[src/rtl/main_clock.sv]
// 24-hour alarm clock: 1 Hz divider, HH:MM:SS counters with button adjust, alarm, 7-seg display.
// Optional macro HOURLY_CHIME_EN also lights LEDAlarm for the last 5 s of every hour.
module main_clock #(
  parameter int CLK_DIV     = 50_000_000,
  parameter int ALARM_RST_H = 6,
  parameter int ALARM_RST_M = 0
) (
  input  logic       CP50,
  input  logic       nCR,
  input  logic       Ctrl24To12,
  input  logic       EN,
  input  logic       SwitchMHToS,
  input  logic       DisplayA,
  input  logic       AdjH,
  input  logic       AdjM,
  output logic [6:0] HEX0,
  output logic [6:0] HEX1,
  output logic [6:0] HEX2,
  output logic [6:0] HEX3,
  output logic       LEDAlarm,
  output logic       LED0
);

  localparam int DIV_W = (CLK_DIV > 2) ? $clog2(CLK_DIV) : 1;

  logic [DIV_W-1:0] div_cnt;
  logic             tick;
  logic [5:0]       t_sec, t_min, al_m;
  logic [4:0]       t_hour, al_h;

  logic adj_th, adj_tm, adj_ah, adj_am;
  logic sec_carry, min_carry;
  logic alarm_match, chime;
  logic [5:0] left_val, right_val;
  logic [4:0] src_hour;

  function automatic logic [5:0] inc60(input logic [5:0] v);
    return (v == 6'd59) ? 6'd0 : v + 6'd1;
  endfunction

  function automatic logic [4:0] inc24(input logic [4:0] v);
    return (v == 5'd23) ? 5'd0 : v + 5'd1;
  endfunction

  function automatic logic [5:0] fmt_hour(input logic [4:0] h, input logic mode12);
    if (!mode12)         return {1'b0, h};
    else if (h == 5'd0)  return 6'd12;
    else if (h > 5'd12)  return {1'b0, h - 5'd12};
    else                 return {1'b0, h};
  endfunction

  function automatic logic [6:0] seg7(input logic [3:0] d);
    case (d)
      4'd0:    return 7'h40;
      4'd1:    return 7'h79;
      4'd2:    return 7'h24;
      4'd3:    return 7'h30;
      4'd4:    return 7'h19;
      4'd5:    return 7'h12;
      4'd6:    return 7'h02;
      4'd7:    return 7'h78;
      4'd8:    return 7'h00;
      4'd9:    return 7'h10;
      default: return 7'h7f;
    endcase
  endfunction

  assign tick = (div_cnt == DIV_W'(CLK_DIV - 1));

  // An adjusted field ignores its natural carry-in and never produces a carry-out.
  always_comb begin
    adj_th    = AdjH & ~DisplayA;
    adj_tm    = AdjM & ~DisplayA;
    adj_ah    = AdjH & DisplayA;
    adj_am    = AdjM & DisplayA;
    sec_carry = EN & (t_sec == 6'd59);
    min_carry = sec_carry & (t_min == 6'd59) & ~adj_tm;
  end

  always_comb begin
    alarm_match = EN & (t_hour == al_h) & (t_min == al_m);
`ifdef HOURLY_CHIME_EN
    chime = EN & (t_min == 6'd59) & (t_sec >= 6'd55);
`else
    chime = 1'b0;
`endif
  end

  always_ff @(posedge CP50 or negedge nCR) begin
    if (!nCR) begin
      div_cnt  <= '0;
      t_sec    <= '0;
      t_min    <= '0;
      t_hour   <= '0;
      al_h     <= 5'(ALARM_RST_H);
      al_m     <= 6'(ALARM_RST_M);
      LEDAlarm <= 1'b0;
    end else begin
      div_cnt  <= tick ? '0 : div_cnt + 1'b1;
      LEDAlarm <= alarm_match | chime;
      if (tick) begin
        if (EN)                 t_sec  <= inc60(t_sec);
        if (adj_tm || sec_carry) t_min  <= inc60(t_min);
        if (adj_th || min_carry) t_hour <= inc24(t_hour);
        if (adj_ah)             al_h   <= inc24(al_h);
        if (adj_am)             al_m   <= inc60(al_m);
      end
    end
  end

  always_comb begin
    if (DisplayA) begin
      left_val  = fmt_hour(al_h, Ctrl24To12);
      right_val = al_m;
    end else if (SwitchMHToS) begin
      left_val  = t_min;
      right_val = t_sec;
    end else begin
      left_val  = fmt_hour(t_hour, Ctrl24To12);
      right_val = t_min;
    end
    src_hour = DisplayA ? al_h : t_hour;
    LED0     = Ctrl24To12 & (src_hour >= 5'd12);
  end

  assign HEX3 = seg7(4'(left_val / 6'd10));
  assign HEX2 = seg7(4'(left_val % 6'd10));
  assign HEX1 = seg7(4'(right_val / 6'd10));
  assign HEX0 = seg7(4'(right_val % 6'd10));

endmodule

[config.mk]
export PLATFORM = sky130hd
export DESIGN_NAME = main_clock
export DESIGN_NICKNAME = d
export VERILOG_FILES = /design/src/rtl/main_clock.sv
export SDC_FILE = /design/constraint.sdc
export NUM_CORES = 1
export LEC_CHECK = 0
export CORE_MARGIN = 3
export CORE_UTILIZATION = 54
export CTS_BUF_LIST = sky130_fd_sc_hd__clkbuf_8 sky130_fd_sc_hd__clkbuf_16
export DETAILED_ROUTE_END_ITERATION = 10
export PLACE_DENSITY_LB_ADDON = 0.3
export SETUP_SLACK_MARGIN = 0.3
export SLEW_MARGIN = 20
export SYNTH_ARGS = -nofsm -noshare
export SYNTH_HDL_FRONTEND = slang
export SYNTH_SLANG_ARGS = --single-unit
[constraint.sdc]
create_clock -name CP50 -period 11.2 [get_ports CP50]
set_input_delay 1.12 -clock CP50 [delete_from_list [all_inputs] [get_ports CP50]]
set_output_delay 1.12 -clock CP50 [all_outputs]
set_load 0.1 [all_outputs]
==> impl_metrics.yaml, run 1 <==
logic_synthesis:
  ys_top_cells_by_count: "64 x nand2_1, 53 x dfrtp_1, 48 x nor2_1"
  synthArstFlopShare_pct: 100.0
  ys_seq_area_share_pct: 27.94
  synth_top_cell_by_area: "dfrtp_1"
  netlist_area_um2: 4935
  ys_warn_count: 0
  synth_nets: 630
  ys.flop_type: "dfrtp_1"
  syn_avg_cell_area_um2: 8.464
  synth_seq_cells: 55
  ys_types: 80
  ys_top_cells_by_area: "dfrtp_1 27%, ha_1 9.9%, xnor2_1 5.5%"
  yosys.cell_count.top_type: "nand2_1"
  yosysTopAreaCellShare_pct: 26.88
  synth-edff-count: 0
  syn_inst: 583
clock_tree:
  cts_setup_buffers: 0
  holdBufCountCts: 0
  cts_tree: "yes"
  cts_resized: 0
  cts_sinks: 55
  clk_pin_slew_worst_paths_ns: 0.11
  cts_buffers: 5
  clockRootBuffer: "clkbuf_8"
  clk_path_buf_depth: 2
  cts_max_level: 2
  worst_skew_pair.late_latency_ns: 0.31
placed_design:
  place_ws_ns: 3.021
  placed_cell_area_um2: 5320
  place_congestion: 0.9189
  port_buffers: 37
  dpl.hpwl_mm: 8.303
  dpl.cell_count: 705
min_path:
  worstHoldStart: "div_cnt[4]"
  min_to: "div_cnt[4]"
  hold_class: "flip-flop to flip-flop"
  hold_depth: 1
cells_and_area:
  final_cells: 713
  area_delta_synth_final_pct: 9.686
  fin_nets: 651
  postLayoutCoreUtil_pct: 61.47
  final_cell_area_um2: 5413
  multi_input_area_um2: 3291
  diodes: 0
  fill_cells: 757
  drive_gt1_share_pct: 7.934
  regArea_um2: 1379
setup_path:
  cp_cell_sequence: "clkdlybuf4s50_1 > inv_1 > mux2i_2 > or3_1 > nand2_1 > inv_1 > ha_1 > inv_1 > o31a_1 > a221oi_1 > o32a_1 > a211oi_1 > a21oi_1 > inv_1 > ha_1 > a311oi_1 > o21ai_0 > a2bb2oi_1 > clkdlybuf4s50_1"
  required_ns: 10.08
  path_max_fanout: 26
  critical_path.max_stage_delay_ns: 1.15
  startpoint: "DisplayA"
  cp-end-kind: "output port"
  critPathKind: "input port to output port"
  reg2reg_from: "div_cnt[16]"
  cp.arrival_ns: 7.13
  crit_top_cell: "inv_1"
  reg2regPathDepth: 9
  r2r_slack_ns: 8.14
  r2r_end: "t_hour[4]"
  crit_path_start_kind: "input port"
  crit_slowest_cell: "clkdlybuf4s50_1"
route:
  routed_wl_mm: 10.85
  post-route-drc-count: 0
  ant_nets: 0
  drtPass1Iterations: 4
  avgViaCountPerCell: 6.041
  drt_iter0_drc: 206
  wl_per_cell_um: 15.22
  vias: 4307
global_routing:
  gr-usage-met1_pct: 27.98
  grt_max_degree: 56
  grt_pass1_vias: 4073
  track_usage_pct: 21.62
  grt_util_met2_pct: 37.63
  met3_usage_pct: 3.099
  grt.busiest_layer: "met2"
  antenna_found_initial: 0
  grt_pass1_wl_mm: 18.48
  grt_overflow: 0
timing:
  hold_slack_ns: 0.4982
  slew_headroom_pct: 34.56
  hold_viol: 0
  fin_crit_sh_pct: 73.70
  worst_slack_ns: 2.946
  tightest_slew_ns: 0.9785
  tns_ns: 0
  fmax_mhz: 121.1
  skew_ns: 0.01337
  setup_viol: 0
  finalCriticalPeriod_ns: 8.254
  rsz0062_at_grt: "false"
  slew_violations: 0
die:
  io_pins: 38
  die_y_um: 101.6
  fp.coreArea_um2: 8806
  num_rows: 34
  initial_core_util_pct: 56.04
  fp.dieW_um: 101.6
  die-area_um2: 10320
power_and_ir_drop:
  power_frac_seq_pct: 47.7
  p_leak_nw: 2.301
  pwr-share-comb_pct: 25.0
  power.net_switching_mw: 0.1464
  ir_worst_vdd_mv: 0.05647
  p_sw_share_pct: 35.16
  p_per_area_nw_per_um2: 76.91
  design_power_total_mw: 0.4163
  p_int_mw: 0.2699
  clock_power_share_pct: 27.2
flow_run:
  max_cap_viol_count: 0
outcome:
  status: "finished, final reports clean"
-- worst max-delay path, delay by kind of cell --
family / cells / cell delay (ns)
buffers and inverters: 6 / 2.79
muxes: 1 / 0.37
adders and majority gates: 2 / 0.39
and+or+nand+nor: 2 / 0.31
AOI/OAI and AO/OA: 8 / 2.14
-- layer usage --
layer  share of wire, %  vias to the layer above
met5                  0                        -
li1                   -                     2126
met4                1.6                        0
met1                 45                     2069
met3                3.2                       18
met2                 50                       94
-- cell families after synthesis --
logic type / synth area share (%)
adder cells (fa/ha/maj): 10.09
XOR/XNOR: 7.809
flip-flops: 27.94
AO/OA/AOI/OAI: 19.95
buffers and inverters: 5.375
multiplexers: 4.919
AND/OR/NAND/NOR: 23.91
-- cells in the final DEF, fill, tap and decap left out, types with 3 or more instances in the layout --
| cell type | count |
|---|---|
| nand2_1 | 64 |
| dfrtp_1 | 53 |
| nor2_1 | 48 |
| ha_1 | 39 |
| clkdlybuf4s50_1 | 36 |
| o21ai_0 | 35 |
| inv_1 | 32 |
| xnor2_1 | 31 |
| nand3_1 | 22 |
| nor3_1 | 18 |
| a21oi_1 | 17 |
| mux2i_1 | 15 |
| nand4_1 | 13 |
| xor2_1 | 13 |
| and2_1 | 12 |
| and3_1 | 12 |
| o21a_1 | 8 |
| a21o_1 | 8 |
| o31ai_1 | 8 |
| mux2_2 | 7 |
| a211oi_1 | 7 |
| nand2b_1 | 7 |
| nor2b_1 | 5 |
| clkbuf_8 | 5 |
| o21ai_1 | 4 |
| or3_1 | 4 |
| nor4_1 | 4 |
| a221oi_1 | 4 |
| a31oi_1 | 4 |
| buf_4 | 4 |
| or4b_1 | 3 |
| a211oi_2 | 3 |
| nor3b_1 | 3 |
| a311oi_1 | 3 |
-- sequential cells by signal (all words and copies together) (netlist names) --
register,cells
t_hour,5
t_sec,6
LEDAlarm,1
al_h,5
al_m,6
t_min,6
div_cnt,26
-- cell type report --
class | instances | area share (%)
sequential | 55 | 25.47
inverter | 32 | 2.219
clock inverter | 3 | 0.4392
timing repair buffer | 41 | 7.305
tap | 108 | 2.497
multi-input combinational | 469 | 60.80
clock buffer | 5 | 1.271
-- power by group through the flow --
stage | Clock (mW) | Combinational [mW] | Sequential (mW)
after global routing | 0.124 | 0.111 | 0.199
final | 0.113 | 0.104 | 0.199
after floorplan | 0 | 0.0785 | 0.204
after CTS | 0.117 | 0.105 | 0.199
after detailed placement | 0 | 0.105 | 0.203
after global placement | 0 | 0.102 | 0.203
-- worst max path at each step --
stage / cells past startpoint / to
floorplan: 15 / HEX2[6]
global placement: 19 / HEX0[5]
detailed placement: 19 / HEX0[5]
CTS: 19 / HEX0[5]
global route: 19 / HEX0[5]
finish: 19 / HEX0[5]
Power figures use the tool's default switching activity.
==> run 2, diff against run 1 <==
- clock period: 11.2 -> 8.6 ns (I/O delays scaled with it)
==> run 2 against run 1 <==
  * Cell area rose by 0.58%
  * Clock skew is 0.00066 ns lower
  * Total power increased by 38%
  * Sequential power up 30%
  * Critical path depth fell by 1
  * Cell count rose by 0.14%
  * Clock-buffer cell count stayed put
  * Register-to-register slack worse by 2.6 ns
  * Non-clock buffer count grew 1
  * Critical endpoint is now HEX0[4]
  * Largest cell class unchanged
==> impl_metrics.yaml, run 2 (synthesized netlist as in run 1, its figures left out) <==
power_and_ir_drop:
  ir_worst_vdd_mv: 0.1041
  p_leak_nw: 2.328
  p_per_area_nw_per_um2: 105.5
  design_power_total_mw: 0.5743
clock_tree:
  cts_resized: 0
  cts_sinks: 55
  holdBufCountCts: 0
  clockRootBuffer: "clkbuf_8"
  cts_tree: "yes"
  cts_max_level: 2
  cts_buffers: 5
  clk_path_buf_depth: 2
  clk_pin_slew_worst_paths_ns: 0.11
  worst_skew_pair.late_latency_ns: 0.31
  cts_setup_buffers: 0
global_routing:
  grt_pass1_wl_mm: 18.45
  grt_overflow: 0
  grt_pass1_vias: 4143
  grt_max_degree: 56
  antenna_found_initial: 0
  track_usage_pct: 21.45
cells_and_area:
  fin_nets: 652
  diodes: 0
  drive_gt1_share_pct: 8.251
  final_common_cell: "nand2_1"
  largest_reg_flops: 26
  final_cell_mix: "64 x nand2_1, 53 x dfrtp_1, 48 x nor2_1, 39 x ha_1"
  area_delta_synth_final_pct: 10.32
  final_cell_area_um2: 5444
  postLayoutCoreUtil_pct: 61.82
  top_register: "div_cnt"
setup_path:
  required_ns: 7.74
  path_max_fanout: 11
  critical_path.max_stage_delay_ns: 1.14
  cp-end-kind: "output port"
  cp_cell_sequence: "clkdlybuf4s50_1 > mux2_2 > mux2i_2 > or3_1 > nand2_1 > inv_1 > ha_1 > inv_1 > o31a_1 > a221oi_1 > o32a_1 > a211oi_1 > a21oi_1 > inv_1 > ha_1 > and3b_1 > a21oi_1 > clkdlybuf4s50_1"
  cp_top_family: "buffers and inverters"
  crit_path_start_kind: "input port"
  critPathBufInv: 5
  critPathCapture: "HEX0[4]"
  reg2reg_from: "div_cnt[16]"
  crit_top_cell: "inv_1"
  cp.arrival_ns: 6.43
  reg2regPathDepth: 9
  r2r_slack_ns: 5.58
  r2r_end: "t_hour[2]"
  critPathKind: "input port to output port"
  startpoint: "SwitchMHToS"
  worstSetupPathDepth: 18
  crit_slowest_cell: "clkdlybuf4s50_1"
timing:
  slew_headroom_pct: 34.61
  fin_crit_sh_pct: 84.79
  finalCriticalPeriod_ns: 7.292
  hold_viol: 0
  skew_ns: 0.01271
  tightest_slew_ns: 0.9778
  setup_viol: 0
  fmax_mhz: 137.1
  worst_slack_ns: 1.308
  slew_violations: 0
  rsz0062_at_grt: "false"
  tns_ns: 0
route:
  ant_nets: 0
  vias: 4299
  routed_wl_mm: 10.50
  post-route-drc-count: 0
  drtPass1Iterations: 5
  wl_per_cell_um: 14.71
  drt_iter0_drc: 192
  avgViaCountPerCell: 6.021
die:
  io_pins: 38
  fp.coreArea_um2: 8806
  die-area_um2: 10320
  initial_core_util_pct: 56.04
  fp.dieW_um: 101.6
  num_rows: 34
  die_y_um: 101.6
flow_run:
  max_cap_viol_count: 0
outcome:
  status: "finished, final reports clean"
placed_design:
  placed_cell_area_um2: 5325
  port_buffers: 37
  dpl.hpwl_mm: 8.066
  place_congestion: 0.8584
  place_ws_ns: 1.405
min_path:
  hold_class: "flip-flop to flip-flop"
  hold_depth: 1
run 2: cell count changes in the layout (fill, tap and decap cells not counted):
cell	before	now
inv_8	0	1
clkinvlp_4	2	0
clkdlybuf4s50_1	36	35
bufinv_16	0	1
buf_4	4	6
run 2: worst min-delay path by stage:
stage | startpoint | to | slack (ns)
2_1_floorplan | div_cnt[4] | div_cnt[4] | 0.45
3_3_place_gp | div_cnt[4] | div_cnt[4] | 0.47
3_5_place_dp | div_cnt[4] | div_cnt[4] | 0.50
4_1_cts | div_cnt[4] | div_cnt[4] | 0.52
5_1_grt | div_cnt[24] | div_cnt[24] | 0.56
6_report | div_cnt[4] | div_cnt[4] | 0.51
run 2: where the power goes:
| part | internal, mW | switching, mW | leakage [nW] |
|---|---|---|---|
| combinational | 0.0347 | 0.101 | 1.52 |
| sequential | 0.259 | 0.000105 | 0.745 |
| clock | 0.0899 | 0.0898 | 0.0607 |
run 2: through the flow:
step | hold WS [ns] | cells
floorplan | 0.4513 | 583
global placement | 0.4748 | 706
detailed placement | 0.4976 | 706
CTS | 0.5189 | 714
global route | 0.5590 | 714
finish | 0.5149 | 714
run 2: routing by layer:
metal | up-vias | wire (µm) | share of wire, % | GRT usage (%)
met5 | - | 0 | 0 | 0
met4 | 0 | 176 | 1.7 | 7.771
met3 | 16 | 322 | 3.1 | 2.755
met2 | 93 | 5281 | 50 | 36.87
met1 | 2068 | 4722 | 45 | 27.65
li1 | 2122 | - | - | -
run 2: layout make-up:
class / count / area (µm²)
Clock buffer: 5 / 68.82
Clock inverter: 3 / 50.05
Tap cell: 108 / 135.1
Fill cell: 759 / 3362
Multi-Input combinational cell: 469 / 3291
Timing Repair Buffer: 42 / 400.4
Inverter: 32 / 120.1
Sequential cell: 55 / 1379
